==> config.mk <==
export PLATFORM = sky130hd
export DESIGN_NAME = serial_adder
export DESIGN_NICKNAME = d
export VERILOG_FILES = /design/src/rtl/serial_adder.sv
export SDC_FILE = /design/constraint.sdc
export NUM_CORES = 1
export LEC_CHECK = 0
export BUFFER_PORTS_ARGS = -buffer_cell sky130_fd_sc_hd__buf_2
export CAP_MARGIN = 30
export CELL_PAD_IN_SITES_DETAIL_PLACEMENT = 0
export CELL_PAD_IN_SITES_GLOBAL_PLACEMENT = 1
export CORE_MARGIN = 2
export CORE_UTILIZATION = 30
export CTS_CLUSTER_DIAMETER = 30
export DETAILED_ROUTE_END_ITERATION = 8
export PLACE_DENSITY = 0.59
export SLEW_MARGIN = 25
export SYNTH_ARGS = -nofsm -noshare
export SYNTH_HDL_FRONTEND = slang
export SYNTH_SLANG_ARGS = --single-unit
export TNS_END_PERCENT = 30
==> constraint.sdc <==
create_clock -name clk -period 2.9 [get_ports clk]
set_clock_uncertainty 0.1 [all_clocks]
set_input_delay 0.145 -clock clk [delete_from_list [all_inputs] [get_ports clk]]
set_output_delay 0.145 -clock clk [all_outputs]
set_load 0.01 [all_outputs]
==> src/rtl/serial_adder.sv <==
// serial_adder: bit-serial LSB-first adder, one bit per cycle; SERIAL_ADDER_SUB_EN adds a sub port (a-b)
module serial_adder #(
  parameter int WIDTH = 8
) (
  input  logic             clk,
  input  logic             rst_n,
  input  logic             start,
  input  logic [WIDTH-1:0] a,
  input  logic [WIDTH-1:0] b,
  input  logic             c_in,
`ifdef SERIAL_ADDER_SUB_EN
  input  logic             sub,
`endif
  output logic             busy,
  output logic             done,
  output logic [WIDTH-1:0] sum,
  output logic             c_out
);
  localparam int CW = $clog2(WIDTH + 1);
  typedef enum logic [1:0] {IDLE, RUN, DONE} state_t;
  state_t state, state_nx;
  logic [WIDTH-1:0] sa, sb, res, res_nx, b_cap;
  logic [CW-1:0] cnt;
  logic carry, carry_nx, bit_s, c_cap, last;
  // operand conditioning at capture: subtraction is a + ~b + 1
`ifdef SERIAL_ADDER_SUB_EN
  always_comb begin
    b_cap = sub ? ~b : b;
    c_cap = sub | c_in;
  end
`else
  always_comb begin
    b_cap = b;
    c_cap = c_in;
  end
`endif
  // one full-adder slice on the current LSBs; result bit enters at the MSB
  always_comb begin
    bit_s = sa[0] ^ sb[0] ^ carry;
    carry_nx = (sa[0] & sb[0]) | (sa[0] & carry) | (sb[0] & carry);
    res_nx = WIDTH'({bit_s, res} >> 1);
    last = cnt == CW'(WIDTH - 1);
  end
  // next-state and status outputs; start is only honoured in IDLE
  always_comb begin
    state_nx = IDLE;
    state_nx = state == IDLE ? (start ? RUN : IDLE) :
               state == RUN  ? (last ? DONE : RUN) : IDLE;
    busy = state == RUN;
    done = state == DONE;
  end
  // state register
  always_ff @(posedge clk) begin
    if (!rst_n) state <= IDLE;
    else state <= state_nx;
  end
  // datapath: capture at accept, shift during RUN, publish result on the last bit
  always_ff @(posedge clk) begin
    if (!rst_n) begin
      sa <= '0;
      sb <= '0;
      res <= '0;
      carry <= 1'b0;
      cnt <= '0;
      sum <= '0;
      c_out <= 1'b0;
    end else if (state == IDLE && start) begin
      sa <= a;
      sb <= b_cap;
      res <= '0;
      carry <= c_cap;
      cnt <= '0;
    end else if (state == RUN) begin
      sa <= sa >> 1;
      sb <= sb >> 1;
      res <= res_nx;
      carry <= carry_nx;
      cnt <= cnt + CW'(1);
      if (last) begin
        sum <= res_nx;
        c_out <= carry_nx;
      end
    end
  end
endmodule

## After elaboration in Yosys (flattened, before gate mapping)

Index checks and enable logic that the tools add are counted.

- Eq/ne operators: 3
- Bitwise gates (word level): 9
- Reduce and logical (&&, ||, !) cells: 5
- Add/sub/neg operators: 1
- Muxes and demuxes: 10

Operator list:

| operator | count |
|---|---|
| $mux W8 | 4 |
| $mux W2 | 3 |
| $add A4 B1 Y4 const B | 1 |
| $eq A4 B3 Y1 const B | 1 |
| $and A1 B1 Y1 | 3 |
| $mux W1 | 3 |
| $reduce_and A3 Y1 | 1 |
| $eq A2 B1 Y1 const B | 1 |
| $eq A2 B2 Y1 const B | 1 |
| $logic_not A2 Y1 | 1 |
| $not A1 Y1 | 2 |
| $or A1 B1 Y1 | 2 |
| $reduce_bool A2 Y1 | 1 |
| $reduce_or A2 Y1 | 1 |
| $xor A1 B1 Y1 | 2 |
| $logic_and A1 B1 Y1 | 1 |

- Bits of input ports: 20
- Logic and storage cells: 36
- Output and inout port bits: 11
- Bits in registers: 40

## Logic depth before layout (Yosys ltp)

Gate-level depths: netlist of run 1.

- Word-level depth: 5
- Depth in mapped cells: 6
- Gate-level depth less buffers: 4

## Least setup slack after synthesis of run 1

Ideal clock, no wire load.

- Path type: register to register
- From: register state[1]
- To: register sa[1]
- Data arrival time: 1166 ps
- Slack: 1512 ps
- Setup time: 122 ps
- Required time: 2678 ps
- Clock period less this slack: 1388 ps
- Path buffers: 2
- Stages on the path, launching flop included: 7
- Path through: dfxtp_1 buf_6 nand2b_4 inv_2 and2_4 buf_6 a221o_1

- Word-level cells in the longest chain between the ends: 3
- Elaborated cells on any way between the ends: 5
- Classes of those cells: eq/ne: 1; mux: 1; reduce/logical: 3

Ends and longest elaborated chain:

| element | RTL line | RTL |
|---|---|---|
| start: declaration | 21 | `state_t state, state_nx;` |
| start signal: assignment | 55 | `else state <= state_nx;` |
| $logic_not A2 Y1 | 67 | `end else if (state == IDLE && start) begin` |
| $logic_and A1 B1 Y1 | 67 |  |
| $mux W8 / $reduce_bool A2 Y1 (equally long branches) | - |  |
| end signal: assignment | 74 | `sa <= sa >> 1;` |
| end: declaration | 22 | `logic [WIDTH-1:0] sa, sb, res, res_nx, b_cap;` |

Several ways; a longest one is shown, not always the timed one.
A chain may end at the register's enable or synchronous reset.

## Final worst setup path of run 1

- From: register state[0]
- To: register sb[5]

- Word-level cells in the longest chain between the ends: 3
- Elaborated cells on any way between the ends: 5
- Classes of those cells: eq/ne: 1; mux: 1; reduce/logical: 3

Ends and longest elaborated chain:

| element | RTL line | RTL |
|---|---|---|
| $logic_not A2 Y1 | 67 |  |
| $logic_and A1 B1 Y1 | 67 |  |
| $mux W8 / $reduce_bool A2 Y1 (equally long branches) | - |  |
| end signal: assignment | 69 | `sb <= b_cap;` |
| end signal: assignment | 75 | `sb <= sb >> 1;` |
| end: declaration | 22 |  |

Several ways; a longest one is shown, not always the timed one.

==> results of run 1 <==
==> worst paths after layout <==
check | slack [ns] | cells past startpoint | startpoint | end
worst min register to register | 0.35 | 2 | sum[6]$_SDFFE_PN0P_ | sum[6]$_SDFFE_PN0P_
worst max register to register | 1.24 | 3 | state[0]$_SDFF_PN0_ | sb[5]$_SDFFE_PN0P_
worst min-delay path | 0.04 | 3 | b[7] | sb[7]$_SDFFE_PN0P_
worst max-delay path | 1.24 | 3 | state[0]$_SDFF_PN0_ | sb[5]$_SDFFE_PN0P_
==> cells by family (layout without fill, tap and decap cells) <==
family	count (synthesis)	count (layout)
buffers and inverters	15	53
muxes	9	9
xor gates and xnor gates	2	2
adders and majority gates	2	2
and+or+nand+nor	64	64
DFF	39	39
AOI/OAI and AO/OA	35	35
==> worst max-delay path, cell delays in order (launching register included) <==
cell and delay [ns]:
dfxtp_1 0.43, nor3b_2 0.37, and2_1 0.47, a221o_1 0.22
==> metrics by stage <==
step           setup slack [ns]  utilization  instance area [sq um]  std cells  total power [W]
2_1_floorplan              1.51            -                   1610        166         0.000640
3_3_place_gp               1.30        0.343                   1760        254         0.000663
3_5_place_dp               1.23        0.343                   1760        254         0.000666
4_1_cts                    1.20        0.383                   1970        274          0.00103
5_1_grt                    1.09        0.383                   1970        274          0.00107
6_report                   1.24        0.383                   1970        274          0.00101
==> power breakdown <==
part	total, W	switching [W]	internal [W]
registers	0.000569	0.0000143	0.000555
clock network	0.000348	0.000184	0.000164
logic	0.0000959	0.0000482	0.0000477
total	0.00101	0.000246	0.000767
==> repair_timing <==
action / in CTS / in global routing
hold buffers: 12 / 0
endpoints found under the hold margin: 12 / 0
resized for setup: 0 / 0
==> flip-flops by register name, summed over array words and instances (netlist names) <==
register and flops:
state 2, sa 8, sb 8, sum 8, res 7, carry 1, c_out 1, cnt 4
==> cell type report <==
cell class / count / area, sq um / area share
Clock buffer: 5 / 68.8 / 0.0350
Inverter: 3 / 11.3 / 0.00572
Sequential cell: 39 / 781 / 0.397
Clock inverter: 3 / 15.0 / 0.00763
Tap cell: 70 / 87.6 / 0.0445
Timing Repair Buffer: 42 / 270 / 0.137
Multi-Input combinational cell: 112 / 734 / 0.373
==> routing by layer <==
| metal | vias to the layer above | part of all wire | global-route usage |
|---|---|---|---|
| met5 | - | 0 | 0 |
| met3 | 5 | 0.041 | 0.0329 |
| met4 | 0 | 0.012 | 0.0500 |
| met1 | 598 | 0.47 | 0.150 |
| li1 | 658 | - | - |
| met2 | 33 | 0.47 | 0.216 |
==> cells in the mapped netlist, types with 3 or more instances <==
library cell and number:
dfxtp_1 39, nand2_1 34, and3_1 13, a21oi_1 12, a221o_1 12, mux2i_1 9
clkbuf_1 4, o21ai_0 4, buf_2 3, buf_6 3, nor2_1 3, o22ai_1 3
==> impl_metrics.toml, run 1 <==
[status]
status = "finished clean"

[placement]
place_congestion = 0.750
portBuffers = 30
dp_hpwl_mm = 2.20

[timing]
setup_violations = 0
fin_setup_tns_ns = 0
period_share = 0.573
finalMaxSlewViolations = 0
min_period_ns = 1.66
rsz0062_at_grt = "false"
worst_pin_slew_ns = 0.603
slew-limit-headroom = 0.598
hold_viol_final = 0
max_freq_ghz = 0.602
timing.hold.ws_ns = 0.0355

[min_path]
hold_path_class = "in -> reg"

[synth]
ys_types = 33
synthXorXnorAreaFrac = 0.0109
synth.avg_cell_area_sq_um = 9.67
synth_mux_area_frac = 0.0561
synth_edf_count = 0
synth_fp_nets = 188
netlist.area_leader.share = 0.486
synth_top_family_by_area = "simple AND/OR/NAND/NOR gates"
synth_warnings = 0
synth-async-reset-ratio = 0
netlist.top_cell.by_area = "dfxtp_1"
synth_simple_gate_area_frac = 0.207
yosys-top-cells-area = "dfxtp_1 (49%), nand2_1 (8.0%), a221o_1 (7.5%), mux2i_1 (5.6%), and3_1 (5.1%)"
ys_seq_area_frac = 0.486
syn_inst = 166
ys_seq_elements = 39
synth_area_sq_um = 1610
synth-adder-area-share = 0.0203
synth_top_flop_cell = "dfxtp_1"
synth-compound-area-share = 0.164

[cts]
htreeDepth = 2
postCtsSetupBuffers = 0
clk_path_buf_depth = 2
cts_tree = "built"
numCtsBuffers = 5
clk_latency_ns = 0.28
numClockSinks = 39
cts_root_buffer = "clkbuf_8"
clk_pin_slew_ns = 0.07

[layout]
diodes = 0
synthToLayoutAreaGrowth_pct = 22.6
drive_gt1_frac = 0.221
layout_common_cells = "dfxtp_1 (39), nand2_1 (34), buf_2 (30)"
final_common_cell = "dfxtp_1"
nets = 225
n_fill_cell = 546

[route]
antenna_left = 0
vias = 1294
firstDrtPassIters = 4
drc = 0
avgRoutedWirePerCell_um = 12.0
drt-vias-per-instance = 4.72
drt_iter0_drc = 103
drt_wl_total_mm = 3.30

[grt]
gr-usage-all-layers = 0.126
grt_pass1_wl_mm = 6.13
grt_pass1_vias = 1317
grt_max_degree = 41
grt-ovfl-total = 0
antenna_found_initial = 0

[flow_run]
drv_cap = 0

[floorplan]
pin_count = 31
die_h_um = 77.2
core_area_sq_um = 5140
start_util = 0.312
row_count = 26
die_w_um = 77.2
die-area_sq_um = 5950

[critical_path]
cp.arrival_ns = 1.79
critPathLaunchType = "flip-flop"
path_class = "reg -> reg"
crit_required_ns = 3.03
crit_path_max_fanout = 12
crit_path_end_kind = "flip-flop"

[power]
ir_worst_vdd_mv = 0.225
p_per_area_nw_per_um2 = 515
p_leak_nw = 0.806
Power figures use the tool's default switching activity.
==> run 2, diff against run 1 <==
--- a/config.mk
+++ b/config.mk
@@ -5,6 +5,7 @@
 export SDC_FILE = /design/constraint.sdc
 export NUM_CORES = 1
 export LEC_CHECK = 0
+export ABC_AREA = 1
 export BUFFER_PORTS_ARGS = -buffer_cell sky130_fd_sc_hd__buf_2
 export CAP_MARGIN = 30
 export CELL_PAD_IN_SITES_DETAIL_PLACEMENT = 0
@@ -13,7 +14,7 @@
 export CORE_UTILIZATION = 30
 export CTS_CLUSTER_DIAMETER = 30
 export DETAILED_ROUTE_END_ITERATION = 8
-export PLACE_DENSITY = 0.59
+export PLACE_DENSITY = 0.61
 export SLEW_MARGIN = 25
 export SYNTH_ARGS = -nofsm -noshare
 export SYNTH_HDL_FRONTEND = slang
==> constraint.sdc (replaced) <==
create_clock -name clk -period 1.6 [get_ports clk]
set_clock_uncertainty 0.1 [all_clocks]
set_input_delay 0.08 -clock clk [delete_from_list [all_inputs] [get_ports clk]]
set_output_delay 0.08 -clock clk [all_outputs]
set_load 0.01 [all_outputs]
==> run 2 against run 1 <==
Net effect: global-route usage grew 2.7 points; sequential share of layout area shrank 4.8 points; critical path depth grew 1; hold slack lost 0.024 ns; synthesized area grew 10%; cell area grew 14%; critical path type is now reg -> out; non-clock buffer count grew 12; clock-buffer cell count grew 1; first-iteration DRC count shrank 33%; synthesized cell count grew 46%; register-to-register slack lost 1.0 ns.
==> impl_metrics.toml, run 2 <==
[timing]
fin_setup_tns_ns = 0
rsz0062_at_grt = "false"
max_freq_ghz = 0.691
min_period_ns = 1.45
hold_viol_final = 0
finalMaxSlewViolations = 0
setup_violations = 0
slew-limit-headroom = 0.794
worst_pin_slew_ns = 0.309
timing.hold.ws_ns = 0.0118
period_share = 0.905

[min_path]
whs_endpoint = "sb[4]$_SDFFE_PN0P_"
min_from = "b[4]"
min_path_cells = 5
hold_path_class = "in -> reg"

[synth]
synth-adder-area-share = 0.0184
ys_seq_area_frac = 0.442
synth_commonest_cells = "nand2_1 (85), dfxtp_1 (39), nand3_1 (38), nor2_1 (21), nand4_1 (12)"
synth_simple_gate_area_frac = 0.425
netlist.area_leader.share = 0.442
synth-async-reset-ratio = 0
synth_top_family_by_area = "simple AND/OR/NAND/NOR gates"
yosys-top-cells-area = "dfxtp_1 (44%), nand2_1 (18%), nand3_1 (11%), nor2_1 (4.5%), nand4_1 (4.3%)"
synth_area_sq_um = 1770
synth_top_flop_cell = "dfxtp_1"
ys_types = 21
netlist.top_cell.by_area = "dfxtp_1"
synth-compound-area-share = 0.0312
synth.avg_cell_area_sq_um = 7.27
syn_inst = 243
synthXorXnorAreaFrac = 0.00496
synth_warnings = 0
synth.most_common_cell = "nand2_1"
synth_edf_count = 0
synth_mux_area_frac = 0
ys_seq_elements = 39
synth_fp_nets = 265

[cts]
clk_pin_slew_ns = 0.08
cts_tree = "built"
clk_path_buf_depth = 2
cts_root_buffer = "clkbuf_8"
numCtsBuffers = 5
numClockSinks = 39
postCtsSetupBuffers = 0
clk_latency_ns = 0.29
htreeDepth = 2

[critical_path]
crit_path_end_kind = "output port"
path_class = "reg -> out"
crit_required_ns = 1.42
r2r_start = "cnt[0]$_SDFFE_PP0N_"
r2r_end = "sum[3]$_SDFFE_PN0P_"
crit_path_max_fanout = 11
cp.arrival_ns = 1.27
critPathLaunchType = "flip-flop"
worst-r2r-cell-count = 7
r2r_slack_ns = 0.19

[layout]
top_regs = "sa (8), sb (8), sum (8)"
n_fill_cell = 624
layout_common_cells = "nand2_1 (85), dfxtp_1 (39), nand3_1 (38)"
nets = 311
final_cells = 362
final_common_cell = "nand2_1"
multi_input_area_sq_um = 855
diodes = 0
seqCellArea_sq_um = 781
drive_gt1_frac = 0.221
synthToLayoutAreaGrowth_pct = 26.8

[route]
drt_iter0_drc = 69
firstDrtPassIters = 4
drt_wl_total_mm = 4.40
avgRoutedWirePerCell_um = 12.2
vias = 1689
antenna_left = 0
drc = 0
drt-vias-per-instance = 4.67

[power]
ir_worst_vdd_mv = 0.452
p_leak_nw = 1.06
p_per_area_nw_per_um2 = 962

[flow_run]
drv_cap = 0

[grt]
grt_max_degree = 19
grt_pass1_vias = 1543
grt-ovfl-total = 0
gr-usage-all-layers = 0.153
grt_pass1_wl_mm = 7.59
antenna_found_initial = 0

[floorplan]
die_h_um = 80.7
start_util = 0.315
core_area_sq_um = 5610
die_w_um = 80.7
die-area_sq_um = 6510
pin_count = 31
row_count = 27

[placement]
place_inst = 345
portBuffers = 30
dp_hpwl_mm = 3.19
place_congestion = 0.765

[status]
status = "finished clean"
==> run 2: changes by cell type after synthesis, moves of 4 or more <==
cell     previous run  this run
nand2_1            34        85
nor2_1              3        21
nand3_1             1        38
inv_1               2         6
and3_1             13         0
mux2i_1             9         0
nand4_1             0        12
o21ai_0             4         0
a221o_1            12         0
==> run 2: power breakdown <==
group / leakage (nW) / total [W] / switching (W) / internal [W]
sequential: 0.317 / 0.00102 / 0.0000191 / 0.00100
combinational: 0.684 / 0.000276 / 0.000158 / 0.000117
clock: 0.0612 / 0.000856 / 0.000351 / 0.000505
total: 1.06 / 0.00215 / 0.000529 / 0.00162
==> run 2: worst max path at each step <==
stage | from | to | slack, ns
floorplan | cnt[0]$_SDFFE_PP0N_ | sum[1]$_SDFFE_PN0P_ | 0.33
global placement | cnt[0]$_SDFFE_PP0N_ | sum[1]$_SDFFE_PN0P_ | 0.20
detailed placement | cnt[0]$_SDFFE_PP0N_ | sum[1]$_SDFFE_PN0P_ | 0.18
CTS | state[0]$_SDFF_PN0_ | busy | 0.14
global route | cnt[0]$_SDFFE_PP0N_ | sum[5]$_SDFFE_PN0P_ | 0.008
finish | state[0]$_SDFF_PN0_ | busy | 0.15
==> run 2: kinds of logic (layout without fill, tap and decap cells) <==
logic type | after synthesis | after routing
compound gates | 11 | 11
buf+inv | 23 | 70
flops | 39 | 39
simple gates | 167 | 167
fa+ha+maj | 2 | 2
xor+xnor | 1 | 1
==> run 2: metal layers <==
layer / share of wire / wire length (um) / vias up / GRT usage
met1: 0.52 / 2300 / 767 / 0.216
met4: 0.0098 / 43 / 0 / 0.0407
met3: 0.039 / 171 / 4 / 0.0494
li1: - / - / 881 / -
met5: 0 / 0 / - / 0
met2: 0.43 / 1890 / 37 / 0.224
==> run 2: worst max-delay path: stages, from the launching register on <==
cell and delay, ns:
dfxtp_1 0.38, inv_2 0.06, nor2_4 0.23, buf_12 0.17, buf_2 0.13
==> run 2: cell type report <==
class                      instances  share of cell area
clock buffer                       6              0.0369
tap                               72              0.0402
multi-input combinational        181               0.382
clock inverter                     2              0.0157
inverter                           8              0.0134
sequential                        39               0.349
timing repair buffer              54               0.163
==> run 2: metrics by stage <==
step / util / power (W) / setup slack, ns / area (sq um)
2_1_floorplan: - / 0.00121 / 0.329 / 1770
3_3_place_gp: 0.361 / 0.00131 / 0.199 / 2020
3_5_place_dp: 0.361 / 0.00130 / 0.183 / 2020
4_1_cts: 0.398 / 0.00218 / 0.136 / 2230
5_1_grt: 0.399 / 0.00227 / 0.00844 / 2240
6_report: 0.399 / 0.00215 / 0.152 / 2240
==> run 2: what timing repair did <==
action	CTS	global route
resized for setup	0	2
hold buffers	9	0
setup endpoints to repair	0	4
hold endpoints to repair	9	0
==> run 3, diff against run 2 <==
--- a/config.mk
+++ b/config.mk
@@ -10,6 +10,7 @@
 export CAP_MARGIN = 30
 export CELL_PAD_IN_SITES_DETAIL_PLACEMENT = 0
 export CELL_PAD_IN_SITES_GLOBAL_PLACEMENT = 1
+export CORE_ASPECT_RATIO = 2
 export CORE_MARGIN = 2
 export CORE_UTILIZATION = 30
 export CTS_CLUSTER_DIAMETER = 30
==> run 3 against run 2 <==
Net effect: register-to-register slack worse by 0.02 ns; clock power rose by 11%; first-iteration DRC count shrank 67%; cell count shrank 6.9%; sequential share of layout area grew 1.8 points; combinational power is 13% lower; maximum frequency is 1.4% lower; highest routed layer unchanged.
==> impl_metrics.toml, run 3 (synthesis gave the netlist of run 2 again) <==
[floorplan]
start_util = 0.309
pin_count = 31
core_area_sq_um = 5710
die-area_sq_um = 6550
row_count = 39
die_w_um = 58.2
die_h_um = 112

[layout]
synthToLayoutAreaGrowth_pct = 20.8
diodes = 0
layout_common_cells = "nand2_1 (85), nand3_1 (38), dfxtp_1 (38)"
finalCoreUtilization = 0.374
nets = 297
final_common_cell = "nand2_1"
n_fill_cell = 643
top_regs = "sa (8), sb (8), sum (8)"
final_cells = 337
fin_area_sq_um = 2130
drive_gt1_frac = 0.199

[min_path]
min_path_cells = 5
hold_path_class = "in -> reg"

[power]
p_per_area_nw_per_um2 = 1040
p_leak_nw = 1.02
ir_worst_vdd_mv = 0.854

[grt]
gr-usage-all-layers = 0.148
grt_pass1_wl_mm = 7.54
grt-ovfl-total = 0
grt_max_degree = 22
grt_pass1_vias = 1616
antenna_found_initial = 0

[placement]
place_congestion = 0.712
dp_hpwl_mm = 3.12
placed_area_sq_um = 1970
place_inst = 327
portBuffers = 30

[critical_path]
crit_path_max_fanout = 12
critPathLaunchType = "flip-flop"
path_class = "reg -> out"
cp_slowest_cell = "dfxtp_2"
path_cells = "inv_2 > nor2_4 > buf_4 > buf_2"
crit_path_end_kind = "output port"
crit_required_ns = 1.42
slowest_delay_ns = 0.38
cp.arrival_ns = 1.29
worst-r2r-cell-count = 7

[cts]
cts_root_buffer = "clkbuf_16"
numCtsBuffers = 5
clk_path_buf_depth = 2
clk_latency_ns = 0.28
numClockSinks = 39
htreeDepth = 2
cts_tree = "built"
clk_pin_slew_ns = 0.06

[timing]
min_period_ns = 1.47
setup_violations = 0
period_share = 0.917
hold_viol_final = 0
slew-limit-headroom = 0.741
rsz0062_at_grt = "false"
fin_setup_tns_ns = 0
worst_pin_slew_ns = 0.387
finalMaxSlewViolations = 0
max_freq_ghz = 0.681

[status]
status = "finished clean"

[route]
vias = 1649
drt_wl_total_mm = 4.31
wl_met2_mm = 2.32
drc = 0
antenna_left = 0
firstDrtPassIters = 4
dr_wl_met3_um = 132
avgRoutedWirePerCell_um = 12.8
drt-vias-per-instance = 4.89
m1WireLength_mm = 1.79
drt_iter0_drc = 23
top_layer_used = "met4"

[flow_run]
drv_cap = 0
-- run 3: cell count changes in the layout (fill, tap and decap cells not counted), sizes merged --
cell | previous run | this run
bufinv | 1 | 0
buf | 45 | 38
dlygate4sd3 | 9 | 2
clkbuf | 6 | 7
-- run 3: cell type report --
type	instances	area (sq um)	share of cell area
Clock buffer	7	133	0.0622
Inverter	8	30.0	0.0141
Timing Repair Buffer	40	255	0.120
Multi-Input combinational cell	181	852	0.399
Clock inverter	1	5.00	0.00235
Tap cell	61	76.3	0.0358
Sequential cell	39	782	0.367
-- run 3: repair_timing --
item | in CTS | in global routing
hold buffers | 2 | 0
gates resized for setup | 0 | 2
setup endpoints to repair | 0 | 4
buffers inserted | 0 | 0
hold endpoints to repair | 2 | 0
-- run 3: stage by stage --
stage	power (W)	setup WS [ns]	hold slack (ns)
floorplan	0.00121	0.329	0.123
global placement	0.00129	0.174	0.239
detailed placement	0.00129	0.110	0.240
CTS	0.00225	0.0459	0.00652
global route	0.00233	0.0494	0.0350
finish	0.00222	0.132	0.0113
-- run 3: path summary, 6_finish.rpt --
check | to | slack [ns] | startpoint
max | busy | 0.13 | state[0]$_SDFF_PN0_
min | sb[3]$_SDFFE_PN0P_ | 0.01 | b[3]
min reg2reg | sum[1]$_SDFFE_PN0P_ | 0.36 | sum[1]$_SDFFE_PN0P_
max reg2reg | sum[2]$_SDFFE_PN0P_ | 0.17 | cnt[0]$_SDFFE_PP0N_
-- run 3: critical path: cells and delay by family (launching register included) --
kind	cells	cell delay, ns
flip-flops	1	0.38
AND/OR/NAND/NOR	1	0.18
buffers and inverters	3	0.45
-- run 3: power breakdown --
| part | total (W) | leakage (nW) | switching [W] | internal (W) |
|---|---|---|---|---|
| Combinational | 0.000239 | 0.632 | 0.000147 | 0.0000924 |
| Clock | 0.000951 | 0.0679 | 0.000375 | 0.000576 |
| Sequential | 0.00103 | 0.317 | 0.0000217 | 0.00100 |
-- run 3: metal layers --
layer / vias to the layer above / track usage
li1: 853 / -
met1: 761 / 0.169
met2: 30 / 0.264
met3: 5 / 0.0253
met4: 0 / 0.0605
met5: - / 0
